$ cat config.mk
export PLATFORM = sky130hd
export DESIGN_NAME = adc_sdram_burst_master
export DESIGN_NICKNAME = d
export VERILOG_FILES = /design/src/rtl/adc_sdram_burst_master.sv
export SDC_FILE = /design/constraint.sdc
export NUM_CORES = 1
export LEC_CHECK = 0
export ABC_AREA = 1
export BUFFER_PORTS_ARGS = -buffer_cell sky130_fd_sc_hd__clkbuf_2
export CAP_MARGIN = 5
export CORE_UTILIZATION = 48
export DETAILED_ROUTE_END_ITERATION = 6
export PLACE_DENSITY = 0.76
export SYNTH_ARGS = -nofsm -noshare
export SYNTH_HDL_FRONTEND = slang
export SYNTH_SLANG_ARGS = --single-unit
$ cat constraint.sdc
create_clock -name clk -period 2.4 [get_ports clk]
set_input_delay 0.6 -clock clk [delete_from_list [all_inputs] [get_ports clk]]
set_output_delay 0.6 -clock clk [all_outputs]
set_load 0.05 [all_outputs]
$ cat src/rtl/adc_sdram_burst_master.sv
// ----------------------------------------------------------------------------
// adc_sdram_burst_master
//
// ADC capture sequencer. A falling edge on the active-low start request begins
// a capture of N = SAMPLES*NUM_CH words. The ADC samples arrive round-robin
// across channels, channel 0 first. Each sample is written to SDRAM through a
// valid/ready command port, at consecutive word addresses starting at
// BASE_ADDR. In readback mode the block is then read back in address order.
// Each returned word is streamed out as a one-cycle out_valid pulse.
//
// Ports
//   clk           rising-edge clock for all logic
//   reset         asynchronous, active-high reset
//   start         active-low request; a 1->0 edge seen in IDLE starts a capture
//   readback      latched with the request: 1 = write then read back
//   adc_valid     adc_data carries a new sample (the ADC cannot be stalled)
//   adc_data      ADC sample
//   cmd_valid     SDRAM command present
//   cmd_ready     controller accepts the command when cmd_valid && cmd_ready
//   cmd_rw        0 = write, 1 = read
//   cmd_addr      SDRAM word address
//   cmd_wdata     write data
//   cmd_byte_sel  byte enables, always all ones
//   rd_valid      read data return, in command order
//   rd_data       read data
//   out_valid     readback word valid, one cycle after the matching rd_valid
//   out_data      readback word
//   busy          high whenever the sequencer is not idle
//   done          one-cycle pulse on the way back to IDLE
//   overrun       sticky: a sample was dropped during the write phase
// ----------------------------------------------------------------------------
module adc_sdram_burst_master #(
  parameter int                DATA_W    = 16,
  parameter int                ADDR_W    = 32,
  parameter int                NUM_CH    = 2,
  parameter int                SAMPLES   = 128,
  parameter logic [ADDR_W-1:0] BASE_ADDR = '0
) (
  input  logic                  clk,
  input  logic                  reset,
  input  logic                  start,
  input  logic                  readback,
  input  logic                  adc_valid,
  input  logic [DATA_W-1:0]     adc_data,
  output logic                  cmd_valid,
  input  logic                  cmd_ready,
  output logic                  cmd_rw,
  output logic [ADDR_W-1:0]     cmd_addr,
  output logic [DATA_W-1:0]     cmd_wdata,
  output logic [DATA_W/8-1:0]   cmd_byte_sel,
  input  logic                  rd_valid,
  input  logic [DATA_W-1:0]     rd_data,
  output logic                  out_valid,
  output logic [DATA_W-1:0]     out_data,
  output logic                  busy,
  output logic                  done,
  output logic                  overrun
);

  localparam int N  = SAMPLES * NUM_CH;
  localparam int CW = $clog2(N + 1);

  localparam logic [CW-1:0] N_C    = CW'(N);
  localparam logic [CW-1:0] LAST_C = CW'(N - 1);

  typedef enum logic [1:0] {
    S_IDLE,
    S_WRITE,
    S_READ,
    S_DONE
  } state_t;

  state_t state;
  state_t state_nxt;

  logic              start_prev;
  logic              request;
  logic              rb_mode;

  // Single-entry hold register between the free-running ADC and the
  // stallable command port.
  logic              hold_full;
  logic [DATA_W-1:0] hold_data;

  // wr_cnt counts accepted writes (drives the address); cap_cnt counts
  // captured samples, which runs one ahead of wr_cnt while the hold is full.
  logic [CW-1:0]     wr_cnt;
  logic [CW-1:0]     cap_cnt;
  logic [CW-1:0]     rd_iss;
  logic [CW-1:0]     rd_ret;

  logic              wr_acc;
  logic              cap_ok;
  logic              capture;
  logic              drop;
  logic              rd_acc;
  logic              rd_take;

  assign request = start_prev & ~start;

  assign wr_acc  = (state == S_WRITE) & hold_full & cmd_ready;
  assign cap_ok  = (state == S_WRITE) & adc_valid & (cap_cnt < N_C);
  // A sample fits if the hold is empty or is being drained this very cycle,
  // which gives one sample per cycle with no bubble while cmd_ready is high.
  assign capture = cap_ok & (~hold_full | cmd_ready);
  assign drop    = cap_ok & hold_full & ~cmd_ready;

  assign rd_acc  = (state == S_READ) & (rd_iss < N_C) & cmd_ready;
  assign rd_take = (state == S_READ) & rd_valid & (rd_ret < N_C);

  assign cmd_byte_sel = '1;

  // State register
  always_ff @(posedge clk or posedge reset) begin
    if (reset) begin
      state <= S_IDLE;
    end else begin
      state <= state_nxt;
    end
  end

  // Next state and command-port outputs
  always_comb begin
    state_nxt = state;
    cmd_valid = 1'b0;
    cmd_rw    = 1'b0;
    cmd_addr  = '0;
    cmd_wdata = '0;
    busy      = 1'b1;
    done      = 1'b0;

    case (state)
      S_IDLE: begin
        busy = 1'b0;
        if (request) begin
          state_nxt = S_WRITE;
        end
      end

      S_WRITE: begin
        cmd_valid = hold_full;
        cmd_addr  = BASE_ADDR + ADDR_W'(wr_cnt);
        cmd_wdata = hold_data;
        if (wr_acc && (wr_cnt == LAST_C)) begin
          state_nxt = rb_mode ? S_READ : S_DONE;
        end
      end

      S_READ: begin
        cmd_valid = (rd_iss < N_C);
        cmd_rw    = 1'b1;
        cmd_addr  = BASE_ADDR + ADDR_W'(rd_iss);
        if (rd_take && (rd_ret == LAST_C)) begin
          state_nxt = S_DONE;
        end
      end

      S_DONE: begin
        done      = 1'b1;
        state_nxt = S_IDLE;
      end

      default: begin
        state_nxt = S_IDLE;
      end
    endcase
  end

  // Datapath: start edge, hold register, counters, readback output
  always_ff @(posedge clk or posedge reset) begin
    if (reset) begin
      start_prev <= 1'b1;
      rb_mode    <= 1'b0;
      hold_full  <= 1'b0;
      hold_data  <= '0;
      wr_cnt     <= '0;
      cap_cnt    <= '0;
      rd_iss     <= '0;
      rd_ret     <= '0;
      overrun    <= 1'b0;
      out_valid  <= 1'b0;
      out_data   <= '0;
    end else begin
      start_prev <= start;
      out_valid  <= 1'b0;

      case (state)
        S_IDLE: begin
          if (request) begin
            rb_mode   <= readback;
            overrun   <= 1'b0;
            hold_full <= 1'b0;
            wr_cnt    <= '0;
            cap_cnt   <= '0;
            rd_iss    <= '0;
            rd_ret    <= '0;
          end
        end

        S_WRITE: begin
          if (wr_acc) begin
            wr_cnt <= wr_cnt + 1'b1;
          end
          if (capture) begin
            hold_data <= adc_data;
            hold_full <= 1'b1;
            cap_cnt   <= cap_cnt + 1'b1;
          end else if (wr_acc) begin
            hold_full <= 1'b0;
          end
          // Dropped samples do not consume an address: the stream simply
          // has a gap, flagged by the sticky overrun.
          if (drop) begin
            overrun <= 1'b1;
          end
        end

        S_READ: begin
          if (rd_acc) begin
            rd_iss <= rd_iss + 1'b1;
          end
          if (rd_take) begin
            out_data  <= rd_data;
            out_valid <= 1'b1;
            rd_ret    <= rd_ret + 1'b1;
          end
        end

        default: begin
        end
      endcase
    end
  end

endmodule

-- After elaboration in Yosys (flattened, before gate mapping)
Index checks and enable logic that the tools add are counted.
- flip-flop bits (word level): 75
- bits in latches: 0
- bits in writable memories: 0
- bits in read-only memories: 0
- input port bits: 39
- output and inout port bits: 72
- memories kept: 0
- $add $sub $neg: 4
- multipliers: 0
- div/mod/pow operators: 0
- $lt $le $gt $ge: 3
- equality and inequality tests: 14
- shifts and indexed selects: 0
- mux-type cells: 28
- bitwise logic cells: 16
- reduce and logical (&&, ||, !) cells: 15
- operators by type and width (cell ; number):
    $pmux W9 S2 ; 5
    $mux W9 ; 5
    $add A9 B1 Y9 const B ; 4
    $lt A9 B9 Y1 const B ; 3
    $reduce_and A3 Y1 ; 7
    $eq A9 B8 Y1 const B ; 2
    $mux W16 ; 1
    $and A1 B1 Y1 ; 12
    $ne A2 B2 Y1 const B ; 6
    $mux W1 ; 10
    $pmux W2 S4 ; 1
    $mux W2 ; 3
    $pmux W1 S2 ; 3
    $reduce_and A2 Y1 ; 3
    $eq A2 B2 Y1 const B ; 2
    $ne A2 B1 Y1 const B ; 2
    $reduce_bool A2 Y1 ; 2
    $ne A3 B3 Y1 const B ; 1
    $not A1 Y1 ; 3
    $eq A2 B1 Y1 const B ; 1
    $logic_and A1 B1 Y1 ; 2
    $logic_not A2 Y1 ; 1
    $or A1 B1 Y1 ; 1

-- Longest topological paths before layout
Gate-level depths: netlist of the first run.
- depth in word-level cells: 7
- gate-level depth with buffers: 11
- mapped depth without buffers: 11

-- Worst setup path after synthesis of the first run
No wires, ideal clock.
- path kind: reg2out
- start point: register state[0]
- end point: output port cmd_addr[0]
- arrival: 2.293 ns
- required time: 1.800 ns
- path slack: -0.493 ns
- cell stages (with the launch flop): 7
- cells stage by stage: dfrtp_1 inv_1 ha_1 buf_6 buf_2 nand2_1 a21oi_1
- longest elaborated chain between the ends: 2
- elaborated cells on any way between the ends: 3
- those cells by class: 2 x eq/ne; 1 x mux
- RTL lines (element ; line ; text):
    from (decl) ; 73 ; state_t state;
    from (signal assigned) ; 118 ; state <= state_nxt;
    $eq A2 B2 Y1 or $eq A2 B1 Y1 (tied branches) ; 132 ; case (state)
    $pmux W9 S2 * ; 132 ;
    to (decl) ; 48 ; output logic [ADDR_W-1:0] cmd_addr,
Mark *: on every way between the ends. The rest lies on a longest branch, timed or not.

-- Worst setup path in the final report of the first run
- start point: register state[1]
- end point: output port cmd_valid
- longest elaborated chain between the ends: 2
- elaborated cells on any way between the ends: 3
- those cells by class: 2 x eq/ne; 1 x mux
- RTL lines (element ; line ; text):
    $eq A2 B2 Y1 or $eq A2 B1 Y1 (tied branches) ; 132 ;
    $pmux W1 S2 * ; 132 ;
    to (decl) ; 45 ; output logic cmd_valid,
Marked as above.

==> flow_summary.ini, run 1 <==
[status]
status = finished, final reports clean

[sta]
slew_violations = 0
rsz0062_at_grt = no
fin_setup_tns_ps = 0
hold_violations = 0
slew_headroom = 0.496
worst_slack_ps = 82.1
holdWs_ps = 348
setup_viol = 0
fin_skew_ps = 13.6
max_freq_mhz = 431
tightest_slew_ps = 755
finalCriticalPeriod_ps = 2320
fin_crit_sh = 0.966

[die]
core.rowCount = 34
die_x_um = 96.6
start_util = 0.495
die-area_um2 = 9330
placeableCoreArea_um2 = 8680
io_pins = 111
die_h_um = 96.6

[cts]
clock_sinks = 75
clk_pin_slew_ps = 70
clock_latency_ps = 350
cts_max_level = 3
cts.root.buffer_cell = clkbuf_8
holdBufCountCts = 0
cts_tree = built
cts_made_buffers = 9
clockBufferDepth = 2

[logic_synthesis]
ys_ff_latch = 75
synth_area_um2 = 4300
ys_types = 31
synth_area_per_cell_um2 = 7.33
ys_seq_area_frac = 0.437
syn_inst = 586
synth_warnings = 0

[power]
switching_share = 0.496
p_sw_mw = 2.95
pwr-share-comb = 0.513
leakage_nw = 2.75
pwr_density_cell_nw_per_um2 = 1130
power_mw = 5.95
intPower_mw = 3.00
sequentialPowerShare = 0.309
irDropWorstVdd_v = 0.000678
clkPwrFrac = 0.178

[route]
ant_nets = 0
firstDrtPassIters = 4
dr_total_vias = 3839
drt-initial-drc-count = 188
routedWlPerCell_um = 11.7
vias_per_cell = 4.87
routed_wl_um = 9230
drcViolationCount = 0

[placed_design]
io_buffers = 85
dp_hpwl_um = 6650
pre_cts_slack_ps = 317
gp_congestion = 0.832

[layout]
area_growth_syn_to_layout_pct = 23.1
layout-drive-gt1-share = 0.217
layout.nets = 727
n_antenna_cell = 0

[critical_path]
start_kind = flop
end_kind = output pin
criticalPathCategory = reg -> out
worstPathMaxFanout = 10
arrival_ps = 1720
worstPathRequired_ps = 1800

[min_path]
hold_path_class = in -> reg

[global_routing]
grt.overflow.total = 0
gr-usage-all-layers = 0.209
grt_max_degree = 35
grt_first_pass_wirelength_um = 15100
grt_pass1_vias = 3486
antenna_found_initial = 0

[job]
cap_violations = 0
==> sequential cells by signal, summed over array words and instances, names as in the netlist <==
signal and count:
cap_cnt 9, start_prev 1, out_valid 1, hold_data 16, rd_iss 9, wr_cnt 9
hold_full 1, state 2, out_data 16, overrun 1, rd_ret 9, rb_mode 1
==> power groups by stage <==
stage	registers, mW	clock network [mW]	logic, mW
2_1_floorplan	2.28	0	1.86
3_3_place_gp	1.85	0	2.84
3_5_place_dp	1.86	0	2.89
4_1_cts	1.84	1.08	2.96
5_1_grt	1.88	1.13	3.33
6_report	1.84	1.06	3.05
==> area by class of cell <==
type,count,area (um^2)
clock inverters,6,90.1
well taps,108,135
fillers,776,3390
flip-flops and latches,75,1880
multi-input cells,432,2100
clock buffers,10,128
inverters,62,236
repair buffers,96,717
==> worst paths after layout <==
| kind | startpoint | to | slack (ps) | cells past startpoint |
|---|---|---|---|---|
| max in group asynchronous | reset | hold_data[14] | 1490 | 3 |
| max | state[1] | cmd_valid | 80 | 6 |
| min | start | start_prev | 350 | 1 |
| min reg2reg | hold_data[11] | hold_data[11] | 480 | 2 |
| max reg2reg | state[1] | out_data[13] | 380 | 8 |
| min in group asynchronous | reset | out_data[11] | 360 | 2 |
==> critical path, stage by stage (launching register included) <==
cell      delay [ps]
dfrtp_1          360
inv_1            110
ha_1             320
clkinv_1          80
buf_6            180
a21oi_4          170
buf_12           160
==> cell families after synthesis <==
kind of cell,after synthesis,synth area share
other,2,0.00175
buffers and inverters,102,0.123
adder cells (fa/ha/maj),12,0.0350
AO/OA/AOI/OAI,53,0.0676
flip-flops,75,0.437
AND/OR/NAND/NOR,340,0.331
XOR/XNOR,2,0.00408
==> what timing repair did <==
action | in CTS | in global routing
endpoints found under the setup margin | 11 | 23
gates resized for setup | 1 | 6
pin swaps | 0 | 0
buffers inserted | 2 | 0
gates cloned | 0 | 1
==> cell usage after synthesis (all sizes together) <==
cell    number  area (um^2)
inv         60          225
nand2      252          966
dfstp        1         26.3
xor2         2         17.5
nand3b       1         7.51
ha          12          150
nor3         1         5.00
conb         2         7.51
a21oi       15         78.8
dfrtp       74         1850
nand4        5         31.3
o21ai       34          181
clkbuf       2         7.51
nor2        32          146
buf         38          289
nand3       46          248
o21bai       4         30.0
or2          3         18.8
clkinv       2         7.51
==> metrics by stage <==
stage / instances / instance area (um^2) / util
3_3_place_gp: 770 / 4990 / 0.575
4_1_cts: 788 / 5230 / 0.603
5_1_grt: 789 / 5290 / 0.609
6_report: 789 / 5290 / 0.609
2_1_floorplan: 609 / 4480 / -
3_5_place_dp: 770 / 4990 / 0.575
==> cell usage in the layout (no fill, tap or decap), drive strengths merged, types with 2 or more instances in the layout <==
cell type  netlist  layout
a21oi           15      15
buf             38      21
bufinv           0       2
clkbuf           2      85
clkinv           2       5
clkinvlp         0       2
conb             2      25
dfrtp           74      74
ha              12      12
inv             60      59
nand2          252     252
nand3           46      46
nand4            5       5
nor2            32      32
o21ai           34      34
o21bai           4       4
or2              3       3
xor2             2       2
==> layer usage <==
metal,vias up,track usage,wire [um]
met4,0,0.0919,167
li1,1942,-,-
met1,1793,0.264,4090
met3,16,0.0415,381
met2,88,0.348,4600
met5,-,0,0
No activity file was read; power rests on OpenSTA's default activity.
==> run 2, diff against run 1 <==
--- a/config.mk
+++ b/config.mk
@@ -8,9 +8,9 @@
 export ABC_AREA = 1
 export BUFFER_PORTS_ARGS = -buffer_cell sky130_fd_sc_hd__clkbuf_2
 export CAP_MARGIN = 5
-export CORE_UTILIZATION = 48
+export CORE_UTILIZATION = 53
 export DETAILED_ROUTE_END_ITERATION = 6
-export PLACE_DENSITY = 0.76
+export PLACE_DENSITY = 0.8
 export SYNTH_ARGS = -nofsm -noshare
 export SYNTH_HDL_FRONTEND = slang
 export SYNTH_SLANG_ARGS = --single-unit
==> constraint.sdc (replaced) <==
create_clock -name clk -period 2.5 [get_ports clk]
set_input_delay 0.625 -clock clk [delete_from_list [all_inputs] [get_ports clk]]
set_output_delay 0.625 -clock clk [all_outputs]
set_load 0.05 [all_outputs]
==> run 2 against run 1 <==
Against the previous run: utilization is 4.7 points higher; sequential power down 3%; total power fell by 9.8%; highest routed layer unchanged.
==> flow_summary.ini, run 2 (synthesis gave the netlist of run 1 again) <==
[status]
status = finished, final reports clean

[die]
placeableCoreArea_um2 = 7770
die-area_um2 = 8470
io_pins = 111
core.rowCount = 32
die_h_um = 92.0
die_x_um = 92.0
start_util = 0.553

[critical_path]
rrSetupSlack_ps = 470
ff2ff_path_depth = 9
worstPathMaxFanout = 23
criticalPathCategory = reg -> out
end_kind = output pin
arrival_ps = 1780
rr_startpoint = state[0]
worstPathRequired_ps = 1880
cp-startpoint = state[1]
start_kind = flop
cp-endpoint = cmd_wdata[2]
r2r_end = rd_ret[0]

[layout]
mostFrequentLayoutCells = nand2_1, dfrtp_1, clkbuf_2
layout.nets = 722
layout.cells.non_filler = 778
layout-drive-gt1-share = 0.216
finish.utilization = 0.657
reg.largest.list = hold_data: 16 flops, out_data: 16 flops
area_growth_syn_to_layout_pct = 18.7
final_common_cell = nand2_1
n_antenna_cell = 0

[placed_design]
place_inst = 762
gp_congestion = 0.844
io_buffers = 85
dp_hpwl_um = 6620

[global_routing]
grt.overflow.total = 0
grt_pass1_vias = 3582
antenna_found_initial = 0
grt_first_pass_wirelength_um = 15400
gr-usage-all-layers = 0.228
grt_max_degree = 31

[power]
leakage_nw = 2.69
pwr_density_cell_nw_per_um2 = 1050
pwr-share-comb = 0.513
p_sw_mw = 2.77
switching_share = 0.517
irDropWorstVdd_v = 0.000793
sequentialPowerShare = 0.333
intPower_mw = 2.59
clkPwrFrac = 0.154

[cts]
holdBufCountCts = 0
clock_latency_ps = 360
cts_tree = built
clockBufferDepth = 2
clk_pin_slew_ps = 80
cts_max_level = 3
clock_sinks = 75
cts_made_buffers = 9
cts.root.buffer_cell = clkbuf_8

[route]
routedWlPerCell_um = 11.7
routed_wl_um = 9130
ant_nets = 0
firstDrtPassIters = 4
drcViolationCount = 0
vias_per_cell = 5.02
drt-initial-drc-count = 197
dr_total_vias = 3906

[sta]
fin_crit_sh = 0.961
max_freq_mhz = 416
slew_headroom = 0.587
setup_viol = 0
finalCriticalPeriod_ps = 2400
hold_violations = 0
slew_violations = 0
tightest_slew_ps = 618
fin_skew_ps = 9.34

[min_path]
hold_path_class = in -> async

[job]
cap_violations = 0
run 2: critical path, stage by stage (launching register included):
cell and delay [ps]:
dfrtp_1 470, inv_2 140, ha_4 210, buf_6 220
nand2_1 70, inv_1 50, clkbuf_2 260
run 2: timing repair:
item / CTS / global route
resized for setup: 11 / 14
pin swaps: 0 / 0
setup buffers: 0 / 0
hold endpoints to repair: 0 / 0
setup endpoints to repair: 26 / 27
run 2: stage by stage:
step	cell area [um^2]	TNS (ps)	setup slack, ps	total power [mW]	hold WS, ps
after floorplan	4430	0	13.7	3.93	442
after global placement	4870	0	229	4.39	453
after detailed placement	4870	0	154	4.46	463
after CTS	5070	0	1.49	5.33	351
after global routing	5100	-0.371	-0.371	5.73	354
final	5100	0	98.6	5.37	328
run 2: area by class of cell:
| type | count | area, um^2 |
|---|---|---|
| clock buffers | 10 | 128 |
| repair buffers | 91 | 647 |
| clock inverters | 6 | 42.5 |
| flip-flops and latches | 75 | 1880 |
| well taps | 102 | 128 |
| multi-input cells | 432 | 2040 |
| inverters | 62 | 239 |
| fillers | 653 | 2670 |
run 2: power by group through the flow:
| stage | registers (mW) | clock network, mW | logic, mW |
|---|---|---|---|
| detailed placement | 1.79 | 0 | 2.67 |
| CTS | 1.77 | 0.843 | 2.71 |
| global route | 1.84 | 0.890 | 3.00 |
| global placement | 1.78 | 0 | 2.61 |
| finish | 1.79 | 0.826 | 2.75 |
| floorplan | 2.19 | 0 | 1.74 |
run 2: how the worst min path moves through the flow:
stage	start	end	slack (ps)
finish	reset	out_data[12]	330
global route	start	start_prev	350
CTS	reset	out_data[3]	350
detailed placement	hold_data[10]	hold_data[10]	460
floorplan	hold_data[10]	hold_data[10]	440
global placement	hold_data[14]	hold_data[14]	450
run 2: routing by layer:
| layer | GRT usage | share of wire | up-vias |
|---|---|---|---|
| met5 | 0 | 0 | - |
| met4 | 0.107 | 0.029 | 0 |
| met3 | 0.0365 | 0.036 | 23 |
| met2 | 0.386 | 0.50 | 103 |
| met1 | 0.285 | 0.44 | 1844 |
| li1 | - | - | 1936 |
==> run 3, diff against run 2 <==
--- a/config.mk
+++ b/config.mk
@@ -10,7 +10,9 @@
 export CAP_MARGIN = 5
 export CORE_UTILIZATION = 53
 export DETAILED_ROUTE_END_ITERATION = 6
+export MAX_ROUTING_LAYER = met4
 export PLACE_DENSITY = 0.8
+export RECOVER_POWER = 100
 export SYNTH_ARGS = -nofsm -noshare
 export SYNTH_HDL_FRONTEND = slang
 export SYNTH_SLANG_ARGS = --single-unit
==> constraint.sdc (replaced) <==
create_clock -name clk -period 2.4 [get_ports clk]
set_input_delay 0.6 -clock clk [delete_from_list [all_inputs] [get_ports clk]]
set_output_delay 0.6 -clock clk [all_outputs]
set_load 0.05 [all_outputs]
==> run 3 against run 2 <==
Against the previous run: register-to-register slack worse by 170 ps; via count is 0.61% higher; critical path depth is the same; clock skew shrank 2.9 ps; largest power group unchanged; highest routed layer unchanged.
==> flow_summary.ini, run 3 (synthesis gave the netlist of run 1 again) <==
[status]
status = finished, final reports clean

[critical_path]
criticalPathCategory = reg -> out
worstPathRequired_ps = 1800
arrival_ps = 1730
worstPathMaxFanout = 10
rrSetupSlack_ps = 300
end_kind = output pin
start_kind = flop
ff2ff_path_depth = 9

[cts]
cts_tree = built
clock_latency_ps = 350
clock_sinks = 75
clk_pin_slew_ps = 80
cts.root.buffer_cell = clkbuf_8
cts_made_buffers = 9
clockBufferDepth = 2
cts_max_level = 3

[die]
die_h_um = 92.0
start_util = 0.553
die_x_um = 92.0
io_pins = 111
core.rowCount = 32
die-area_um2 = 8470
placeableCoreArea_um2 = 7770

[sta]
rsz0062_at_grt = no
fin_crit_sh = 0.971
slew_headroom = 0.289
hold_violations = 0
fin_skew_ps = 6.41
setup_viol = 0
finalCriticalPeriod_ps = 2330
tightest_slew_ps = 1060
max_freq_mhz = 429
slew_violations = 0

[route]
drt-initial-drc-count = 272
routedWlPerCell_um = 12.3
dr_total_vias = 3930
ant_nets = 0
firstDrtPassIters = 4
vias_per_cell = 5.04
routed_wl_um = 9620
drcViolationCount = 0

[layout]
layout.cells.non_filler = 780
layout-drive-gt1-share = 0.190
final_common_cell = nand2_1
mostFrequentLayoutCells = nand2_1, dfrtp_1, inv_1
finish.instance_area_um2 = 5160
area_growth_syn_to_layout_pct = 20.2
reg.largest.list = hold_data: 16 flops, out_data: 16 flops
layout.nets = 724
n_antenna_cell = 0

[power]
leakage_nw = 2.65
irDropWorstVdd_v = 0.000921
pwr_density_cell_nw_per_um2 = 1120

[global_routing]
grt_first_pass_wirelength_um = 16300
antenna_found_initial = 0
gr-usage-all-layers = 0.249
grt.overflow.total = 0
grt_max_degree = 34
grt_pass1_vias = 3670

[placed_design]
dp_hpwl_um = 6980
place_area_um2 = 4900
place_inst = 761
io_buffers = 85
gp_congestion = 0.856

[min_path]
hold_path_class = in -> reg
holdPathStages = 1

[job]
cap_violations = 0
run 3: worst max-delay path, stage by stage (launching register included):
cell      delay [ps]
dfrtp_2          420
inv_2             90
ha_4             290
clkinv_1          60
buf_6            170
a21oi_4          140
clkbuf_8         200
run 3: routing by layer:
metal | routed length, um | vias up | GRT usage
li1 | - | 1943 | -
met1 | 4110 | 1833 | 0.309
met2 | 4850 | 122 | 0.399
met3 | 375 | 32 | 0.0415
met4 | 279 | 0 | 0.117
met5 | 0 | - | -
run 3: repair_timing:
item                       CTS  global route
hold buffers                 0             0
gates resized for setup     16            19
buffers inserted             1             2
gates cloned                 0             0
setup endpoints to repair   27            27
run 3: worst paths after layout:
path / from / to
setup / recovery: state[0] / cmd_addr[3]
hold / removal: start / start_prev
setup reg to reg: state[0] / wr_cnt[2]
hold reg to reg: hold_data[0] / hold_data[0]
max in group asynchronous: reset / state[0]
min in group asynchronous: reset / out_valid
run 3: final cells by class:
class                   count  area [um^2]
clock buffers              10          138
well taps                 102          128
flip-flops and latches     75         1880
multi-input cells         432         2120
repair buffers             93          619
fillers                   647         2600
inverters                  62          234
clock inverters             6         47.5
run 3: power breakdown:
group	switching (mW)	internal (mW)	leakage, nW
sequential	0.241	1.61	0.988
clock	0.508	0.413	0.0933
combinational	2.24	0.744	1.57
total	2.99	2.77	2.65
run 3: through the flow:
| step | utilization | hold slack [ps] | total power [mW] | setup TNS, ps | setup slack [ps] |
|---|---|---|---|---|---|
| after floorplan | - | 442 | 4.14 | -247 | -82.3 |
| after global placement | 0.631 | 460 | 4.61 | 0 | 245 |
| after detailed placement | 0.631 | 463 | 4.70 | 0 | 156 |
| after CTS | 0.667 | 285 | 5.75 | -15.0 | -9.23 |
| after global routing | 0.665 | 337 | 6.11 | 0 | 5.99 |
| final | 0.665 | 337 | 5.76 | 0 | 70.3 |
